`config.mk`:
```
export PLATFORM = sky130hd
export DESIGN_NAME = core_bus_slave_flat
export DESIGN_NICKNAME = d
export VERILOG_FILES = /design/src/rtl/core_bus_slave_if.sv /design/src/rtl/core_bus_slave.sv /design/src/flat_wrapper.sv
export SDC_FILE = /design/constraint.sdc
export NUM_CORES = 1
export LEC_CHECK = 0
export CORE_MARGIN = 2
export CORE_UTILIZATION = 41
export DETAILED_ROUTE_END_ITERATION = 6
export GPL_ROUTABILITY_DRIVEN = 0
export PLACE_DENSITY_LB_ADDON = 0.1
export SYNTH_ARGS = -nofsm -noshare
export SYNTH_HDL_FRONTEND = slang
export SYNTH_SLANG_ARGS = --single-unit
```
`constraint.sdc`:
```
create_clock -name clk -period 3.4 [get_ports clk]
set_input_delay 0.68 -clock clk [delete_from_list [all_inputs] [get_ports clk]]
set_output_delay 0.68 -clock clk [all_outputs]
set_load 0.05 [all_outputs]
```
`src/rtl/core_bus_slave_if.sv`:
```
// Host bus bundle for core_bus_slave: single-word reads/writes with one-cycle read return.
interface core_bus_slave_if;
  logic [2:0]  address;
  logic        write;
  logic [31:0] writeData;
  logic        read;
  logic [31:0] readData;
  logic        readDataValid;

  modport master (
    output address,
    output write,
    output writeData,
    output read,
    input  readData,
    input  readDataValid
  );

  modport slave (
    input  address,
    input  write,
    input  writeData,
    input  read,
    output readData,
    output readDataValid
  );
endinterface

```
`src/rtl/core_bus_slave.sv`:
```
// Register front end for the counter core: decodes host bus accesses into per-register
// strobes, returns read data one cycle later and latches the core's interrupt for the host.
module core_bus_slave #(
  parameter logic [31:0] ID_VALUE = 32'h0001_0001
) (
  input  logic                    clk,
  input  logic                    reset,
  core_bus_slave_if.slave         bus,
  output logic                    irqOut,
  output logic [31:0]             counter1In,
  output logic [31:0]             counter2In,
  output logic                    counter1We,
  output logic                    counter2We,
  output logic                    counter1Re,
  output logic                    counter2Re,
  input  logic [31:0]             counter1,
  input  logic [31:0]             counter2,
  input  logic                    irq
);

  localparam logic [2:0] AddrCounter1  = 3'd0;
  localparam logic [2:0] AddrCounter2  = 3'd1;
  localparam logic [2:0] AddrIrqStatus = 3'd2;
  localparam logic [2:0] AddrIrqEnable = 3'd3;
  localparam logic [2:0] AddrId        = 3'd4;

  logic [31:0] read_data_q, read_data_d;
  logic        read_valid_q, read_valid_d;
  logic [31:0] counter1_in_q, counter1_in_d;
  logic [31:0] counter2_in_q, counter2_in_d;
  logic        counter1_we_q, counter1_we_d;
  logic        counter2_we_q, counter2_we_d;
  logic        counter1_re_q, counter1_re_d;
  logic        counter2_re_q, counter2_re_d;
  logic        pending_q, pending_d;
  logic        enable_q, enable_d;
  logic        irq_prev_q;

  logic wr_en;
  logic rd_en;
  logic irq_rise;
  logic w1c;

  // Decode the current access and compute next-state for all registers.
  always_comb begin
    wr_en = bus.write;
    // A simultaneous write wins; the read is dropped entirely.
    rd_en = bus.read & ~bus.write;

    counter1_in_d = counter1_in_q;
    counter2_in_d = counter2_in_q;
    counter1_we_d = 1'b0;
    counter2_we_d = 1'b0;
    counter1_re_d = 1'b0;
    counter2_re_d = 1'b0;
    enable_d      = enable_q;
    read_valid_d  = rd_en;
    read_data_d   = '0;

    if (wr_en) begin
      case (bus.address)
        AddrCounter1: begin
          counter1_in_d = bus.writeData;
          counter1_we_d = 1'b1;
        end
        AddrCounter2: begin
          counter2_in_d = bus.writeData;
          counter2_we_d = 1'b1;
        end
        AddrIrqEnable: enable_d = bus.writeData[0];
        default: ;
      endcase
    end

    if (rd_en) begin
      case (bus.address)
        AddrCounter1: begin
          read_data_d   = counter1;
          counter1_re_d = 1'b1;
        end
        AddrCounter2: begin
          read_data_d   = counter2;
          counter2_re_d = 1'b1;
        end
        // Status reads return the pending bit as it stands before this edge's update.
        AddrIrqStatus: read_data_d = {31'd0, pending_q};
        AddrIrqEnable: read_data_d = {31'd0, enable_q};
        AddrId:        read_data_d = ID_VALUE;
        default:       read_data_d = '0;
      endcase
    end

    irq_rise = irq & ~irq_prev_q;
    w1c      = wr_en && (bus.address == AddrIrqStatus) && bus.writeData[0];
    // A new rising edge outranks a clear in the same cycle.
    if (irq_rise) begin
      pending_d = 1'b1;
    end else if (w1c) begin
      pending_d = 1'b0;
    end else begin
      pending_d = pending_q;
    end
  end

  // State registers with synchronous reset; reset also cancels any in-flight strobe.
  always_ff @(posedge clk) begin
    if (reset) begin
      read_data_q   <= '0;
      read_valid_q  <= 1'b0;
      counter1_in_q <= '0;
      counter2_in_q <= '0;
      counter1_we_q <= 1'b0;
      counter2_we_q <= 1'b0;
      counter1_re_q <= 1'b0;
      counter2_re_q <= 1'b0;
      pending_q     <= 1'b0;
      enable_q      <= 1'b0;
      irq_prev_q    <= 1'b0;
    end else begin
      read_data_q   <= read_data_d;
      read_valid_q  <= read_valid_d;
      counter1_in_q <= counter1_in_d;
      counter2_in_q <= counter2_in_d;
      counter1_we_q <= counter1_we_d;
      counter2_we_q <= counter2_we_d;
      counter1_re_q <= counter1_re_d;
      counter2_re_q <= counter2_re_d;
      pending_q     <= pending_d;
      enable_q      <= enable_d;
      irq_prev_q    <= irq;
    end
  end

  // Outputs come straight from flops; irqOut is the only gate after them.
  always_comb begin
    bus.readData      = read_data_q;
    bus.readDataValid = read_valid_q;
    counter1In        = counter1_in_q;
    counter2In        = counter2_in_q;
    counter1We        = counter1_we_q;
    counter2We        = counter2_we_q;
    counter1Re        = counter1_re_q;
    counter2Re        = counter2_re_q;
    irqOut            = pending_q & enable_q;
  end

endmodule

```
`src/flat_wrapper.sv`:
```
// flat-port wrapper written by rule: the top's interface ports become plain ports
module core_bus_slave_flat 
#(
  parameter logic [31:0] ID_VALUE = 32'h0001_0001
)
  (clk, reset, irqOut, counter1In, counter2In, counter1We, counter2We, counter1Re, counter2Re, counter1, counter2, irq, bus_address, bus_write, bus_writeData, bus_read, bus_readData, bus_readDataValid);
  core_bus_slave_if bus_i ();
  input  logic clk;
  input  logic reset;
  output logic irqOut;
  output logic [31:0] counter1In;
  output logic [31:0] counter2In;
  output logic counter1We;
  output logic counter2We;
  output logic counter1Re;
  output logic counter2Re;
  input  logic [31:0] counter1;
  input  logic [31:0] counter2;
  input  logic irq;
  input wire logic [$bits(bus_i.address)-1:0] bus_address;
  input wire logic [$bits(bus_i.write)-1:0] bus_write;
  input wire logic [$bits(bus_i.writeData)-1:0] bus_writeData;
  input wire logic [$bits(bus_i.read)-1:0] bus_read;
  output wire logic [$bits(bus_i.readData)-1:0] bus_readData;
  output wire logic [$bits(bus_i.readDataValid)-1:0] bus_readDataValid;
  assign bus_i.address = bus_address;
  assign bus_i.write = bus_write;
  assign bus_i.writeData = bus_writeData;
  assign bus_i.read = bus_read;
  assign bus_readData = bus_i.readData;
  assign bus_readDataValid = bus_i.readDataValid;
  core_bus_slave #(.ID_VALUE(ID_VALUE)) u_core (.clk(clk), .reset(reset), .bus(bus_i), .irqOut(irqOut), .counter1In(counter1In), .counter2In(counter2In), .counter1We(counter1We), .counter2We(counter2We), .counter1Re(counter1Re), .counter2Re(counter2Re), .counter1(counter1), .counter2(counter2), .irq(irq));
endmodule
```
==> impl_table.tex, run 1 <==
\begin{tabular}{lr}
\hline
Metric & Value \\
\hline
\multicolumn{2}{l}{\textbf{Clock tree}} \\
Clock sinks & 104 \\
Clock latency reported for the late side of the worst-skew pair & 0.35 ns \\
Clk slew on worst S/H paths & 0.09 ns \\
Clock tree root driver cell & clkbuf\_8 \\
Clock tree from TritonCTS & built \\
Total number of H-tree levels & 3 \\
Post-CTS resize count & 0 \\
Hold-fix buffers, CTS & 0 \\
Post-CTS Setup Repair Bufs & 0 \\
TritonCTS Buffers & 9 \\
Buffers from clock root to sink, at most & 2 \\
\multicolumn{2}{l}{\textbf{Critical path}} \\
Category of the worst setup path capture point & output pin \\
Setup crit start kind & register \\
Crit path required time & 2.72 ns \\
Critical setup path kind & register to output pin \\
Maximum fanout encountered on the critical timing path & 3 \\
Critical path data arrival time & 1.68 ns \\
\multicolumn{2}{l}{\textbf{Logic synthesis}} \\
Cell with the most instances after synthesis & nand2\_1 \\
Primary FF master, synth & dfxtp\_1 \\
Synthesized area divided by synthesized cell count & 8.585 um\^{}2 \\
Biggest area consumer among synthesized cells & dfxtp\_1 \\
Largest cells by area after synthesis & dfxtp\_1 57\%, nand2\_1 13\%, a21oi\_1 8.8\% \\
Total of warnings raised by yosys & 0 \\
Top cells by count, synth & 130 x nand2\_1, 104 x dfxtp\_1, 64 x a21oi\_1, 35 x nor2\_1, 30 x a22oi\_1 \\
Share of the yosys chip area belonging to registers & 57.06\% \\
Yosys cell types & 28 \\
Number of enable flip-flop cells after synthesis & 0 \\
Fraction of synthesis flops using an asynchronous set or reset pin & 0\% \\
Portion of synthesized cell area occupied by the leading cell type & 57.06\% \\
Cell Area, Synth & 3648 um\^{}2 \\
Syn nets & 529 \\
Post-synthesis cell count & 425 \\
Register bit total from synthesis & 104 \\
\multicolumn{2}{l}{\textbf{Global routing}} \\
Largest net degree at the start of global routing & 37 \\
Global-route wire length before repair & 16.28 mm \\
Vias in the first global route & 3318 \\
Initial antenna violation count & 0 \\
Total routing resource utilization after global routing & 20.80\% \\
Total grt overflow & 0 \\
\multicolumn{2}{l}{\textbf{Cells and area}} \\
Number of nets in the layout & 720 \\
Antenna diode count & 0 \\
Layout overhead on the synthesized area & 63.20\% \\
Non-filler instance count after layout & 728 \\
Layout filler cell count & 745 \\
Share of layout cells above drive strength 1 & 5.161\% \\
\multicolumn{2}{l}{\textbf{Timing}} \\
Max-Slew Margin vs Limit & 50.71\% \\
Min Clock Period, post-route & 2.361 ns \\
Clock Skews & 0.008623 ns \\
Maximum frequency from static timing analysis & 0.4235 GHz \\
Transition time of the tightest slew-check pin & 0.7394 ns \\
Minimum hold slack & 0.4565 ns \\
Final setup vio count & 0 \\
Number of hold violations in the final report & 0 \\
Number of max-slew violations in the final report & 0 \\
Fraction of the cycle the final worst path needs & 69.44\% \\
Setup\_tns & 0 ns \\
Unrepaired setup endpoints after global routing & no \\
\multicolumn{2}{l}{\textbf{Pwr}} \\
Power density normalized to cell area & 397.9 nW/um\^{}2 \\
Reported leakage power & 2.047 nW \\
IR Drop Worst-Case VDD & 0.2788 mV \\
\multicolumn{2}{l}{\textbf{Placement}} \\
\# placed instances & 713 \\
Hpwl dp & 7.691 mm \\
Count of input and output buffers & 205 \\
\multicolumn{2}{l}{\textbf{Drt}} \\
Initial DRC count & 104 \\
Routed Antenna Nets & 0 \\
Post-route DRC violation count & 0 \\
Vias post-DR & 3543 \\
Detailed-route vias per instance & 4.867 \\
Wire length per cell & 14.44 um \\
First drt pass iteration count & 4 \\
Total wirelength of the detailed-routed design & 10.51 mm \\
\multicolumn{2}{l}{\textbf{Floorplan}} \\
Site Rows & 34 \\
Number of top-level pins & 206 \\
Width of the die & 98.34 um \\
Die Span Y & 98.34 um \\
Starting Density & 42.04\% \\
Floorplan Core Area & 8678 um\^{}2 \\
Die area & 9670 um\^{}2 \\
\multicolumn{2}{l}{\textbf{Outcome}} \\
Status & finished, final reports clean \\
\multicolumn{2}{l}{\textbf{Job}} \\
Max-cap violations & 0 \\
\multicolumn{2}{l}{\textbf{Worst hold path}} \\
Worst hold path class & register to register \\
\hline
\end{tabular}
## where the power goes
group	switching, mW	internal (mW)
registers	0.0107	1.24
clock network	0.403	0.380
logic	0.167	0.169
total	0.580	1.79
## critical path, cell delays in order, from the launching register on
cell	delay, ns
dfxtp_1	0.38
and2_1	0.14
clkdlybuf4s50_1	0.82
## path summary, 6_finish.rpt
kind	startpoint	end	slack [ns]	cells after the start
worst min-delay path	u_core.counter2In[1]$_SDFFE_PP0P_	u_core.counter2In[1]$_SDFFE_PP0P_	0.46	2
worst max-delay path	u_core.pending_q$_SDFFE_PP0P_	irqOut	1.04	2
worst min register to register	u_core.counter2In[1]$_SDFFE_PP0P_	u_core.counter2In[1]$_SDFFE_PP0P_	0.46	2
worst max register to register	u_core.enable_q$_SDFFE_PP0P_	u_core.bus.readData[0]$_SDFF_PP0_	2.52	3
## through the flow
step	setup WS [ns]	cell area, um^2	total power [mW]	utilization, %
6_report	1.039	5954	2.369	68.61
5_1_grt	0.9418	5954	2.460	68.61
4_1_cts	1.006	5954	2.393	68.61
3_5_place_dp	0.7068	5751	1.615	66.26
3_3_place_gp	0.7679	5751	1.611	66.26
2_1_floorplan	1.682	3649	1.429	-
## metal layers
metal	vias up	share of wire, %	track usage, %
met1	1629	41	25.48
met2	124	49	34.69
met4	0	0.63	6.112
met5	-	0	0
li1	1784	-	-
met3	6	8.4	7.230
## cells by family (layout without fill, tap and decap cells)
family | Yosys count | after routing | share of synthesized area, %
simple gates | 182 | 182 | 21.33
mux | 2 | 2 | 0.5830
compound gates | 99 | 99 | 15.81
flops | 104 | 104 | 57.06
buf+inv | 38 | 233 | 5.213
## placed cells by master, fill, tap and decap left out, drive strengths merged, types with 3 or more instances in the layout
cell and count:
and2 3, clkdlybuf4s50 204, dfxtp 104, nand2 130
o21ai 3, a21oi 64, clkbuf 11, a22oi 30
nor2 35, inv 4, buf 11
## layout make-up
type | count | area, um^2 | area share [%]
inverters | 3 | 11.26 | 0.1891
clock inverters | 4 | 52.55 | 0.8825
repair buffers | 215 | 2135 | 35.85
multi-input cells | 283 | 1388 | 23.30
flip-flops and latches | 104 | 2082 | 34.97
well taps | 108 | 135.1 | 2.269
clock buffers | 11 | 151.4 | 2.543
## sequential cells by signal (all words and copies together), names as in the netlist
signal	cells
u_core.counter1Re	1
u_core.counter2In	32
u_core.bus.readDataValid	1
u_core.counter2We	1
u_core.pending_q	1
u_core.counter2Re	1
u_core.bus.readData	32
u_core.counter1We	1
u_core.irq_prev_q	1
u_core.counter1In	32
u_core.enable_q	1
Power figures use the tool's default switching activity.
==> inputs of run 2 (changes only) <==
--- a/config.mk
+++ b/config.mk
@@ -6,7 +6,7 @@
 export NUM_CORES = 1
 export LEC_CHECK = 0
 export CORE_MARGIN = 2
-export CORE_UTILIZATION = 41
+export CORE_UTILIZATION = 38
 export DETAILED_ROUTE_END_ITERATION = 6
 export GPL_ROUTABILITY_DRIVEN = 0
 export PLACE_DENSITY_LB_ADDON = 0.1
==> constraint.sdc (replaced) <==
create_clock -name clk -period 2.42 [get_ports clk]
set_input_delay 0.484 -clock clk [delete_from_list [all_inputs] [get_ports clk]]
set_output_delay 0.484 -clock clk [all_outputs]
set_load 0.05 [all_outputs]
==> run 2 against run 1 <==
- worst hold slack worse by 0.12 ns
- sequential share of layout area is 0.46 points lower
- via count is 0.59% higher
- first-iteration DRC count is 7.7% higher
- register-to-register slack worse by 0.97 ns
- largest power group unchanged
==> impl_table.tex, run 2 (synthesis gave the netlist of run 1 again) <==
\begin{tabular}{lr}
\hline
Metric & Value \\
\hline
\multicolumn{2}{l}{\textbf{Global routing}} \\
Initial antenna violation count & 0 (unchanged) \\
Total grt overflow & 0 (unchanged) \\
Total routing resource utilization after global routing & 19.98\% (-0.83 points) \\
Largest net degree at the start of global routing & 70 (+89\%) \\
Vias in the first global route & 3398 (+2.4\%) \\
Global-route wire length before repair & 16.35 mm (+0.42\%) \\
\multicolumn{2}{l}{\textbf{Clock tree}} \\
Buffers from clock root to sink, at most & 2 (unchanged) \\
Clock latency reported for the late side of the worst-skew pair & 0.35 ns (about the same) \\
Post-CTS Setup Repair Bufs & 0 (unchanged) \\
Hold-fix buffers, CTS & 0 (unchanged) \\
Clock tree from TritonCTS & built \\
Clock tree root driver cell & clkbuf\_8 \\
Clock sinks & 104 (unchanged) \\
Total number of H-tree levels & 3 (unchanged) \\
TritonCTS Buffers & 9 (unchanged) \\
Post-CTS resize count & 0 (unchanged) \\
Clk slew on worst S/H paths & 0.10 ns (about the same) \\
\multicolumn{2}{l}{\textbf{Critical path}} \\
Setup crit start kind & register \\
Category of the worst setup path capture point & output pin \\
Crit path buf inv count & 1 (unchanged) \\
Delay of the slowest critical-path stage & 0.82 ns (about the same) \\
Top delay family on crit path & buffers and inverters \\
Maximum fanout encountered on the critical timing path & 3 (unchanged) \\
Crit path required time & 1.94 ns (-0.78 ns) \\
Critical path data arrival time & 1.68 ns (about the same) \\
Cells along the critical path & and2\_1 > clkdlybuf4s50\_1 \\
Critical setup path kind & register to output pin \\
Critical Path Slowest Stage Cell & clkdlybuf4s50\_1 \\
\multicolumn{2}{l}{\textbf{Floorplan}} \\
Die area & 10400 um\^{}2 (+7.6\%) \\
Width of the die & 102.0 um (+3.7\%) \\
Floorplan Core Area & 9284 um\^{}2 (+7.0\%) \\
Starting Density & 39.30\% (-2.7 points) \\
Number of top-level pins & 206 (unchanged) \\
Site Rows & 35 (+2.9\%) \\
Die Span Y & 102.0 um (+3.7\%) \\
\multicolumn{2}{l}{\textbf{Drt}} \\
Total wirelength of the detailed-routed design & 10.65 mm (+1.3\%) \\
Vias post-DR & 3564 (+0.59\%) \\
Initial DRC count & 112 (+7.7\%) \\
Wire length per cell & 14.16 um (-2.0\%) \\
Detailed-route vias per instance & 4.739 (-2.6\%) \\
Routed Antenna Nets & 0 (unchanged) \\
First drt pass iteration count & 4 (unchanged) \\
Post-route DRC violation count & 0 (unchanged) \\
\multicolumn{2}{l}{\textbf{Timing}} \\
Maximum frequency from static timing analysis & 0.4620 GHz \\
Fraction of the cycle the final worst path needs & 89.44\% \\
Number of hold violations in the final report & 0 (unchanged) \\
Unrepaired setup endpoints after global routing & no \\
Clock Skews & 0.0004782 ns (-0.008145 ns) \\
Setup\_tns & 0 ns (unchanged) \\
Max-Slew Margin vs Limit & 53.83\% (+3.1 points) \\
Number of max-slew violations in the final report & 0 (unchanged) \\
Final setup vio count & 0 (unchanged) \\
Post-route setup slack & 0.2555 ns (-0.7834 ns) \\
Min Clock Period, post-route & 2.164 ns \\
Transition time of the tightest slew-check pin & 0.6925 ns (-0.04684 ns) \\
\multicolumn{2}{l}{\textbf{Pwr}} \\
Net switching power of the design & 857.6 uW (+48\%) \\
Switching share of power & 25.49\% (+0.99 points) \\
Clock network fraction of design power & 33.6\% (+0.6 points) \\
IR Drop Worst-Case VDD & 0.3947 mV (+42\%) \\
Comb pwr share & 14.2\% (about the same) \\
Total power after layout & 3.365 mW (+42\%) \\
Reported leakage power & 2.067 nW (+0.97\%) \\
Power density normalized to cell area & 557.6 nW/um\^{}2 (+40\%) \\
Design internal power & 2.507 mW (+40\%) \\
Sequential share of power & 52.2\% (-0.6 points) \\
\multicolumn{2}{l}{\textbf{Placement}} \\
Post-Place Worst Slack & 0.3647 ns (-0.3421 ns) \\
Count of input and output buffers & 205 (unchanged) \\
Hpwl dp & 7.603 mm (-1.1\%) \\
\multicolumn{2}{l}{\textbf{Cells and area}} \\
Layout filler cell count & 852 (+14\%) \\
Total area of sequential cells & 2082 um\^{}2 (unchanged) \\
Leading cell types in the layout, fill and taps excluded & 204 x clkdlybuf4s50\_1, 130 x nand2\_1, 104 x dfxtp\_1 \\
Antenna diode count & 0 (unchanged) \\
Number of nets in the layout & 722 (+0.28\%) \\
Share of layout cells above drive strength 1 & 5.778\% (+0.62 points) \\
Most frequent standard cell in the layout excluding fill and tap cells & clkdlybuf4s50\_1 \\
Area taken by multi-input logic gates & 1393 um\^{}2 (+0.36\%) \\
Layout overhead on the synthesized area & 65.40\% \\
\multicolumn{2}{l}{\textbf{Job}} \\
Max-cap violations & 0 (unchanged) \\
\multicolumn{2}{l}{\textbf{Outcome}} \\
Status & finished, final reports clean \\
\multicolumn{2}{l}{\textbf{Worst hold path}} \\
Worst hold path class & input port to register \\
\hline
\end{tabular}
run 2: power by group through the flow:
stage                     clock network (mW)  logic, mW  registers (mW)
after floorplan                            0      0.114            1.89
after global placement                     0      0.475            1.79
after detailed placement                   0      0.480            1.80
after CTS                               1.17      0.482            1.76
after global routing                    1.23      0.510            1.76
final                                   1.13      0.478            1.76
run 2: area by class of cell:
| type | count | share of cell area [%] |
|---|---|---|
| Timing Repair Buffer | 217 | 36.04 |
| Sequential cell | 104 | 34.50 |
| Multi-Input combinational cell | 283 | 23.08 |
| Tap cell | 129 | 2.675 |
| Clock buffer | 10 | 2.281 |
| Clock inverter | 6 | 1.244 |
| Inverter | 3 | 0.1866 |
run 2: stage by stage:
stage                     util, %  area [um^2]  hold WS [ns]  std cells
after floorplan                 -         3649        0.4456        425
after global placement      62.71         5822        0.4411        736
after detailed placement    62.71         5822        0.4477        736
after CTS                   65.00         6035        0.3201        752
after global routing        65.00         6035        0.3256        752
final                       65.00         6035        0.3332        752
run 2: final timing paths:
path,depth (start not counted),slack [ns],end,start
max,2,0.26,irqOut,u_core.enable_q$_SDFFE_PP0P_
min,2,0.33,u_core.bus.readDataValid$_SDFF_PP0_,reset
max reg2reg,3,1.55,u_core.bus.readData[0]$_SDFF_PP0_,u_core.enable_q$_SDFFE_PP0P_
min reg2reg,2,0.46,u_core.counter2In[0]$_SDFFE_PP0P_,u_core.counter2In[0]$_SDFFE_PP0P_
run 2: routing by layer:
layer | GRT usage [%] | vias up | share of wire (%)
met1 | 23.45 | 1656 | 40
met2 | 34.62 | 107 | 51
met4 | 5.846 | 0 | 0.97
met5 | 0 | - | 0
met3 | 6.908 | 7 | 7.9
li1 | - | 1794 | -
